--- src/rtl/cdb_arbiter_pkg.sv ---
// Shared CDB arbiter types and constants.
// Round-robin selection is enabled by defining CDB_RR_EN; otherwise fixed priority.
package cdb_arbiter_pkg;

    localparam int unsigned CDB_SRC_ALU  = 0;
    localparam int unsigned CDB_SRC_MUL  = 1;
    localparam int unsigned CDB_SRC_DIV  = 2;
    localparam int unsigned CDB_SRC_MEM  = 3;

    localparam int unsigned CDB_NUM_SRC  = 4;
    localparam int unsigned CDB_ROB_IX_W = 3;
    localparam int unsigned CDB_DATA_W   = 32;

    typedef struct packed {
        logic                    valid;
        logic [CDB_ROB_IX_W-1:0] rob_ix;
        logic [CDB_DATA_W-1:0]   value;
        logic [CDB_DATA_W-1:0]   dest;
    } cdb_t;

    // Index width that stays legal for a single-source configuration.
    function automatic int unsigned cdb_idx_w(input int unsigned n);
        return (n > 1) ? $clog2(n) : 1;
    endfunction

endpackage

--- src/rtl/cdb_arbiter_rr_select.sv ---
// Combinational one-hot grant selector: round-robin from start_in when CDB_RR_EN
// is defined, otherwise a lowest-index-wins priority encoder.
module cdb_arbiter_rr_select
    import cdb_arbiter_pkg::*;
#(
    parameter int unsigned NUM_SRC = CDB_NUM_SRC,
    parameter int unsigned IW      = cdb_idx_w(NUM_SRC)
) (
    input  logic [NUM_SRC-1:0] req_in,
    input  logic [IW-1:0]      start_in,
    output logic [NUM_SRC-1:0] grant_out,
    output logic [IW-1:0]      idx_out,
    output logic               any_out
);

    logic        w_found;
    int unsigned w_j;

`ifndef CDB_RR_EN
    logic w_unused_start;
    assign w_unused_start = ^start_in;
`endif

    always_comb begin
        grant_out = '0;
        idx_out   = '0;
        w_found   = 1'b0;
        w_j       = 0;
        for (int unsigned k = 0; k < NUM_SRC; k++) begin
`ifdef CDB_RR_EN
            w_j = (32'(start_in) + k) % NUM_SRC;
`else
            w_j = k;
`endif
            if (!w_found && req_in[w_j]) begin
                w_found        = 1'b1;
                grant_out[w_j] = 1'b1;
                idx_out        = IW'(w_j);
            end
        end
        any_out = w_found;
    end

endmodule

--- src/rtl/cdb_arbiter.sv ---
// Registered common-data-bus arbiter with per-source acknowledge and conflict counter.
// Define CDB_RR_EN for round-robin selection; default build is fixed priority.
module cdb_arbiter
    import cdb_arbiter_pkg::*;
#(
    parameter int unsigned NUM_SRC  = CDB_NUM_SRC,
    parameter int unsigned ROB_IX_W = CDB_ROB_IX_W,
    parameter int unsigned DATA_W   = CDB_DATA_W
) (
    input  logic                              clk_in,
    input  logic                              rst_in,
    input  logic                              flush_in,
    input  logic [NUM_SRC-1:0]                valid_in,
    input  logic [NUM_SRC-1:0][ROB_IX_W-1:0]  rob_ix_in,
    input  logic [NUM_SRC-1:0][DATA_W-1:0]    value_in,
    input  logic [NUM_SRC-1:0][DATA_W-1:0]    dest_in,
    output logic [NUM_SRC-1:0]                read_out,
    output logic                              cdb_valid_out,
    output logic [ROB_IX_W-1:0]               cdb_rob_ix_out,
    output logic [DATA_W-1:0]                 cdb_value_out,
    output logic [DATA_W-1:0]                 cdb_dest_out,
    output logic [15:0]                       conflict_cnt_out
);

    localparam int unsigned IW = cdb_idx_w(NUM_SRC);

    logic [NUM_SRC-1:0]  r_read;
    logic                r_cdb_valid;
    logic [ROB_IX_W-1:0] r_cdb_rob_ix;
    logic [DATA_W-1:0]   r_cdb_value;
    logic [DATA_W-1:0]   r_cdb_dest;
    logic [15:0]         r_conflict_cnt;
    logic [IW-1:0]       r_rr_ptr;

    logic [NUM_SRC-1:0]  w_elig;
    logic [NUM_SRC-1:0]  w_grant;
    logic [IW-1:0]       w_idx;
    logic                w_any;
    logic                w_conflict;

    // A source acknowledged this cycle still shows valid; mask it so it is not granted twice.
    assign w_elig     = valid_in & ~r_read;
    assign w_conflict = |(w_elig & (w_elig - NUM_SRC'(1)));

`ifndef CDB_RR_EN
    assign r_rr_ptr = '0;
`endif

    cdb_arbiter_rr_select #(
        .NUM_SRC (NUM_SRC),
        .IW      (IW)
    ) u_rr_select (
        .req_in    (w_elig),
        .start_in  (r_rr_ptr),
        .grant_out (w_grant),
        .idx_out   (w_idx),
        .any_out   (w_any)
    );

    always_ff @(posedge clk_in or negedge rst_in) begin
        if (!rst_in) begin
            r_read         <= '0;
            r_cdb_valid    <= 1'b0;
            r_cdb_rob_ix   <= '0;
            r_cdb_value    <= '0;
            r_cdb_dest     <= '0;
            r_conflict_cnt <= '0;
`ifdef CDB_RR_EN
            r_rr_ptr       <= '0;
`endif
        end else begin
            r_read <= w_grant;
            if (w_any) begin
                r_cdb_valid  <= !flush_in;
                r_cdb_rob_ix <= rob_ix_in[w_idx];
                r_cdb_value  <= value_in[w_idx];
                r_cdb_dest   <= dest_in[w_idx];
`ifdef CDB_RR_EN
                r_rr_ptr     <= (w_idx == IW'(NUM_SRC - 1)) ? '0 : w_idx + IW'(1);
`endif
            end else begin
                r_cdb_valid <= 1'b0;
            end
            if (w_conflict && (r_conflict_cnt != '1)) begin
                r_conflict_cnt <= r_conflict_cnt + 16'd1;
            end
        end
    end

    assign read_out         = r_read;
    assign cdb_valid_out    = r_cdb_valid;
    assign cdb_rob_ix_out   = r_cdb_rob_ix;
    assign cdb_value_out    = r_cdb_value;
    assign cdb_dest_out     = r_cdb_dest;
    assign conflict_cnt_out = r_conflict_cnt;

endmodule

--- config.mk ---
export PLATFORM = sky130hd
export DESIGN_NAME = cdb_arbiter
export DESIGN_NICKNAME = d
export VERILOG_FILES = /design/src/rtl/cdb_arbiter_pkg.sv /design/src/rtl/cdb_arbiter_rr_select.sv /design/src/rtl/cdb_arbiter.sv
export SDC_FILE = /design/constraint.sdc
export NUM_CORES = 1
export LEC_CHECK = 0
export CAP_MARGIN = 20
export CORE_AREA = 2 2 141 143
export DETAILED_ROUTE_END_ITERATION = 10
export DIE_AREA = 0 0 143 145
export PLACE_DENSITY = 0.62
export SLEW_MARGIN = 25
export SYNTH_ARGS = -nofsm -noshare
export SYNTH_HDL_FRONTEND = slang
export SYNTH_SLANG_ARGS = --single-unit
--- constraint.sdc ---
create_clock -name clk_in -period 2 [get_ports clk_in]
set_clock_uncertainty 0.05 [all_clocks]
set_input_delay 0.5 -clock clk_in [delete_from_list [all_inputs] [get_ports clk_in]]
set_output_delay 0.5 -clock clk_in [all_outputs]
set_load 0.1 [all_outputs]
==> results.md, run 1 <==
- Placer Congestion: 0.805
- Max-cap viol count: 0
- DR iter-0 viols: 279
- Max rail drop VDD: 0.000479 V
- Sw power: 4.20 mW
- Syn Inst Count: 472
- # rows: 51
- Fin util: 53.0%
- Antenna Violating Nets Remaining: 0
- Final hold vios: 0
- # DRC: 0
- Post-CTS Setup Bufs: 0
- Cells on worst reg2reg path: 6
- Relative slew slack: 73.4%
- Syn Nets: 748
- H-tree levels: 3
- Inserted Clock Buffers: 9
- Fin nets: 1105
- DR pass1 iterations: 4
- Die span in y: 145 um
- I/O Buffers: 362
- Synth Warn #: 0
- Largest net degree at the start of global routing: 71
- R2r setup slk: 0.13 ns
- CTS max path bufs: 2
- Mapped Avg Cell Area: 10.2 sq um
- Status: complete, no violations
- Min Clock Period, post-route: 1.92 ns
- Overflow left after global routing: 0
- Switching Share: 44.7%
- Commonest non-fill, non-tap cell in the layout: clkdlybuf4s50_1
- CTS Sinks: 88
- Gr usage total: 19.9%
- Area Overhead vs Synth: 112%
- Crit share post-route: 95.8%
- Area of the mapped netlist: 4790 sq um
- Crit path max-delay cell type: clkdlybuf4s50_1
- Nature of the critical path startpoint: input port
- Max Clk Rate: 522 MHz
- CP max FO: 8
- Min-Delay Path Class: in2async
- Internal power: 5.19 mW
- IO Pins: 363
- Ratio of cells with drive above 1 in the final layout: 19.4%
- Vias: 5325
- R2r endpoint: conflict_cnt_out[15]$_DFFE_PN0P_
- Delay of the slowest critical-path stage: 0.49 ns
- Initial Utilization: 25.0%
- CP cell instances: clkdlybuf4s50_1, nor2b_4, o21ai_1, a32oi_2, buf_4, mux2_1
- CP Capture Type: flop
- Post_cts resized: 0
- RSZ-0062 raised after global routing: false
- Pins over their slew limit: 0
- Netlist cell types: 33
- Post-DP HPWL: 15900 um
- Tot Pwr: 9.38 mW
- Leak: 4.27 nW
- Worst path required time: 2.17 ns
- FF-to-FF Start: conflict_cnt_out[0]$_DFFE_PN0P_
- CORE AREA: 19200 sq um
- Antenna violations before repair: 0
- TritonCTS clock tree: built
- Die width: 143 um
- Min Hold Slack: 0.0310 ns
- First-pass GRT wire length: 31700 um
- Logic pwr share: 55.6%
- Fillers: 1708
- Worst slew pin tran: 0.399 ns
- Register area share after synthesis: 45.9%
- CTS Hold Buffers Added: 0
- Die area: 20700 sq um
- Antenna Cells: 0
- Sequential share of power: 26.4%
- Via density per instance: 4.85
- DRT Wirelength: 20900 um
- Worst-Skew Late Latency: 0.34 ns
- Synth Register Bits: 88
- Clock power share: 17.9%
- Most frequent cells in the layout: 273 x clkdlybuf4s50_1, 102 x buf_12, 73 x nor2_1, 69 x dfrtp_1
- Final setup fails: 0
- WS Path Type: in2reg
- Clock transition at path regs: 0.07 ns
- Critical path data arrival time: 2.09 ns
- Avg WL per Cell: 19.0 um
- Setup crit start: valid_in[1]
- Root buf cell: clkbuf_16
- Pwr Density: 922 nW/um^2
- Vias in the first global route: 5602
## synthesized netlist by cell type
cell	number	area [sq um]
a2111o_1	1	11.3
a21oi_1	1	5.00
a31oi_1	1	6.26
a32oi_2	1	16.3
and2b_2	1	8.76
and3_1	1	6.26
and3_2	1	7.51
and3_4	2	22.5
buf_1	2	7.51
buf_2	19	95.1
buf_4	1	7.51
clkbuf_1	21	78.8
dfrtp_1	88	2200
ha_1	1	12.5
inv_2	2	7.51
mux2_1	1	11.3
mux2i_1	67	671
nand2_1	11	41.3
nand2_2	1	6.26
nand2b_1	5	31.3
nand3_1	9	45.0
nand4_1	3	18.8
nor2_1	73	274
nor2_2	1	6.26
nor2b_1	1	6.26
nor2b_2	1	8.76
nor3_1	3	15.0
nor4_2	1	12.5
o21ai_1	3	15.0
o221ai_1	67	587
o22ai_1	67	419
xnor2_1	11	96.3
xor2_1	4	35.0
## power by group through the flow
stage	Combinational [mW]	Sequential (mW)	Clock, mW
6_report	5.22	2.48	1.68
2_1_floorplan	0.773	4.52	0
3_5_place_dp	5.26	2.51	0
4_1_cts	5.26	2.48	1.75
5_1_grt	5.43	2.52	1.82
3_3_place_gp	5.23	2.50	0
## per-stage QoR
stage                     cells  worst slack (ns)  area [sq um]  TNS (ns)
after floorplan             472           0.00160          4830         0
after global placement     1083            -0.334          9880    -17.99
after detailed placement   1083            -0.365          9880    -20.62
after CTS                  1099           0.00279         10200         0
after global routing       1099           0.00914         10200         0
final                      1099            0.0830         10200         0
## sequential cells by signal, summed over array words and instances (netlist names)
name and count:
read_out 4, cdb_rob_ix_out 3, cdb_value_out 32, cdb_dest_out 32, conflict_cnt_out 16, cdb_valid_out 1
## worst max-delay path by stage
stage	endpoint	slack, ns	cells after the start
after floorplan	conflict_cnt_out[10]$_DFFE_PN0P_	0.002	7
after global placement	conflict_cnt_out[1]$_DFFE_PN0P_	-0.33	6
after detailed placement	conflict_cnt_out[1]$_DFFE_PN0P_	-0.37	6
after CTS	conflict_cnt_out[1]$_DFFE_PN0P_	0.003	6
after global routing	conflict_cnt_out[15]$_DFFE_PN0P_	0.009	6
final	conflict_cnt_out[1]$_DFFE_PN0P_	0.08	6
## worst max-delay path: cells and delay by family
kind                   cells  cell delay [ns]
multiplexers               1             0.32
AND/OR/NAND/NOR            1             0.23
buffers and inverters      2             0.68
AO/OA/AOI/OAI              2             0.36
## cell type report
class                      count  area, sq um  area share, %
timing repair buffer         389         4880           48.0
multi-input combinational    339         2440           24.0
sequential                    88         2230           21.9
tap                          265          332           3.26
clock buffer                  13          240           2.36
clock inverter                 3         45.0          0.443
inverter                       2         7.51         0.0738
## cells by family after synthesis
| group | Yosys count | share of synthesized area, % |
|---|---|---|
| AOI/OAI and AO/OA | 141 | 22.1 |
| and+or+nand+nor | 114 | 10.6 |
| DFF | 88 | 45.9 |
| muxes | 68 | 14.2 |
| buffers and inverters | 45 | 4.10 |
| xor gates and xnor gates | 15 | 2.74 |
| adders and majority gates | 1 | 0.261 |
## routing by layer
metal | global-route usage, % | part of all wire, %
met1 | 22.8 | 38
met2 | 35.6 | 52
met3 | 5.54 | 8.7
met4 | 5.79 | 1.7
met5 | 0 | 0
Note: power is estimated with default switching activity, not from simulation.
==> run 2, diff against run 1 <==
Settings changed: CORE_AREA 2 2 141 143 to 2 2 139 141, DIE_AREA 0 0 143 145 to 0 0 141 143, PLACE_DENSITY 0.62 to 0.63.
Clock period 2 ns to 2.3 ns, I/O delays scaled along.
==> run 2 against run 1 <==
- clock power decreased by 17%
- sequential power decreased by 18%
- cell area decreased by 12%
- critical path depth unchanged
- worst setup slack improved by 0.22 ns
- register-to-register slack improved by 0.22 ns
- total power decreased by 23%
- critical endpoint unchanged
==> results.md, run 2 (same netlist as run 1, synthesis figures left out) <==
- Antenna Cells: 0 (unchanged)
- Ratio of cells with drive above 1 in the final layout: 17.9% (was 19.4%)
- Leak: 3.90 nW (was 4.27 nW)
- Clock transition at path regs: 0.06 ns (was 0.07 ns)
- TritonCTS clock tree: built (unchanged)
- Fillers: 1771 (was 1708)
- H-tree levels: 3 (unchanged)
- CP delay by family, top: buffers and inverters (unchanged)
- Worst-Skew Late Latency: 0.34 ns (about the same)
- Pins over their slew limit: 0 (unchanged)
- # DRC: 0 (unchanged)
- Gr usage total: 19.5% (was 19.9%)
- Worst slew pin tran: 0.467 ns (was 0.399 ns)
- Pwr Density: 806 nW/um^2 (was 922 nW/um^2)
- Die area: 20200 sq um (was 20700 sq um)
- Vias: 5334 (was 5325)
- Final setup fails: 0 (unchanged)
- DRT Wirelength: 20200 um (was 20900 um)
- Min-Delay Path Class: in2async (unchanged)
- Delay of the slowest critical-path stage: 0.47 ns (was 0.49 ns)
- # rows: 50 (was 51)
- Fin nets: 1107 (was 1105)
- RSZ-0062 raised after global routing: false (unchanged)
- Die width: 141 um (was 143 um)
- Critical path depth: 6 (unchanged)
- CP cell instances: clkdlybuf4s50_1, nor2b_2, o21ai_1, a32oi_2, buf_4, mux2_1 (was clkdlybuf4s50_1, nor2b_4, o21ai_1, a32oi_2, buf_4, mux2_1)
- Switching Share: 48.4% (was 44.7%)
- Max-cap viol count: 0 (unchanged)
- Critical path data arrival time: 2.17 ns (was 2.09 ns)
- Sw power: 3.50 mW (was 4.20 mW)
- Cells on worst reg2reg path: 6 (unchanged)
- Min Clock Period, post-route: 1.99 ns
- Area Overhead vs Synth: 87.4% (was 112%)
- Status: complete, no violations (unchanged)
- Setup crit start: valid_in[1] (unchanged)
- Dpl cells: 1054 (was 1083)
- Post-CTS Setup Bufs: 0 (unchanged)
- Area of the multi-input gates: 2420 sq um (was 2440 sq um)
- CTS Sinks: 88 (unchanged)
- Final hold vios: 0 (unchanged)
- I/O Buffers: 362 (unchanged)
- Inserted Clock Buffers: 9 (unchanged)
- Critical Path End: conflict_cnt_out[1]$_DFFE_PN0P_ (unchanged)
- Commonest non-fill, non-tap cell in the layout: clkdlybuf4s50_1 (unchanged)
- R2r setup slk: 0.35 ns (was 0.13 ns)
- Die span in y: 143 um (was 145 um)
- Avg WL per Cell: 18.9 um (was 19.0 um)
- Relative slew slack: 68.9% (was 73.4%)
- Post-DP HPWL: 15500 um (was 15900 um)
- CTS Hold Buffers Added: 0 (unchanged)
- Setup_tns: 0 ns (unchanged)
- DR pass1 iterations: 4 (unchanged)
- Crit path max-delay cell type: clkdlybuf4s50_1 (unchanged)
- Internal power: 3.74 mW (was 5.19 mW)
- Worst path required time: 2.47 ns (was 2.17 ns)
- IO Pins: 363 (unchanged)
- Clock power share: 19.4% (was 17.9%)
- CP max FO: 7 (was 8)
- CORE AREA: 18600 sq um (was 19200 sq um)
- Placer Congestion: 0.811 (was 0.805)
- FF-to-FF Start: conflict_cnt_out[0]$_DFFE_PN0P_ (unchanged)
- First-pass GRT wire length: 30600 um (was 31700 um)
- Crit share post-route: 86.7%
- CTS max path bufs: 2 (unchanged)
- CP Capture Type: flop (unchanged)
- FF/Latch Area: 2210 sq um (was 2230 sq um)
- Vias in the first global route: 5462 (was 5602)
- Finished layout cell area: 8990 sq um (was 10200 sq um)
- Area after DPL: 8710 sq um (was 9880 sq um)
- Antenna violations before repair: 0 (unchanged)
- Initial Utilization: 25.8% (was 25.0%)
- Sequential share of power: 28.0% (was 26.4%)
- Via density per instance: 4.99 (was 4.85)
- DR iter-0 viols: 319 (was 279)
- Root buf cell: clkbuf_16 (unchanged)
- Post_cts resized: 0 (unchanged)
- R2r endpoint: conflict_cnt_out[1]$_DFFE_PN0P_ (was conflict_cnt_out[15]$_DFFE_PN0P_)
- Tot Pwr: 7.24 mW (was 9.38 mW)
- Antenna Violating Nets Remaining: 0 (unchanged)
- Nature of the critical path startpoint: input port (unchanged)
- Max rail drop VDD: 0.000776 V (was 0.000479 V)
- Max Clk Rate: 501 MHz
- Logic pwr share: 52.6% (was 55.6%)
- CP bufs+invs: 2 (unchanged)
- Fin cells: 1070 (was 1099)
- Largest net degree at the start of global routing: 59 (was 71)
- Most frequent cells in the layout: 273 x clkdlybuf4s50_1, 105 x buf_4, 84 x dfrtp_1, 73 x nor2_1 (was 273 x clkdlybuf4s50_1, 102 x buf_12, 73 x nor2_1, 69 x dfrtp_1)
- Overflow left after global routing: 0 (unchanged)
- WS Path Type: in2reg (unchanged)
## run 2: final cells by class
cell class / count / share of cell area [%]
inverter: 2 / 0.0835
clock inverter: 4 / 0.334
timing repair buffer: 391 / 42.1
tap: 234 / 3.26
clock buffer: 12 / 2.74
sequential: 88 / 24.6
multi-input combinational: 339 / 27.0
## run 2: worst min path at each step
| stage | startpoint | endpoint | slack [ns] | cells past startpoint |
|---|---|---|---|---|
| after global placement | conflict_cnt_out[15]$_DFFE_PN0P_ | conflict_cnt_out[15]$_DFFE_PN0P_ | 0.44 | 1 |
| after global routing | rst_in | conflict_cnt_out[0]$_DFFE_PN0P_ | 0.15 | 1 |
| after detailed placement | conflict_cnt_out[13]$_DFFE_PN0P_ | conflict_cnt_out[13]$_DFFE_PN0P_ | 0.45 | 1 |
| after CTS | rst_in | conflict_cnt_out[14]$_DFFE_PN0P_ | 0.13 | 1 |
| final | rst_in | conflict_cnt_out[0]$_DFFE_PN0P_ | 0.13 | 1 |
| after floorplan | rst_in | cdb_dest_out[0]$_DFFE_PN0P_ | 0.23 | 0 |
## run 2: metrics by stage
stage,setup WS [ns],util (%),hold slack [ns]
detailed placement,-0.0452,46.9,0.451
CTS,0.317,48.4,0.132
finish,0.306,48.4,0.132
global route,0.162,48.4,0.147
floorplan,0.0426,-,0.229
global placement,-0.0528,46.9,0.444
## run 2: layer usage
| metal | vias to the layer above | wire length (um) | GRT usage [%] |
|---|---|---|---|
| li1 | 2546 | - | - |
| met1 | 2516 | 7960 | 23.9 |
| met2 | 252 | 10200 | 33.4 |
| met3 | 20 | 1750 | 5.77 |
| met4 | 0 | 287 | 5.79 |
| met5 | - | 0 | 0 |
## run 2: power groups by stage
stage | Sequential [mW] | Clock, mW | Combinational [mW]
final | 2.03 | 1.40 | 3.81
after global routing | 2.06 | 1.50 | 3.97
after CTS | 2.03 | 1.45 | 3.84
after detailed placement | 2.05 | 0 | 3.83
after global placement | 2.05 | 0 | 3.82
after floorplan | 3.91 | 0 | 0.668
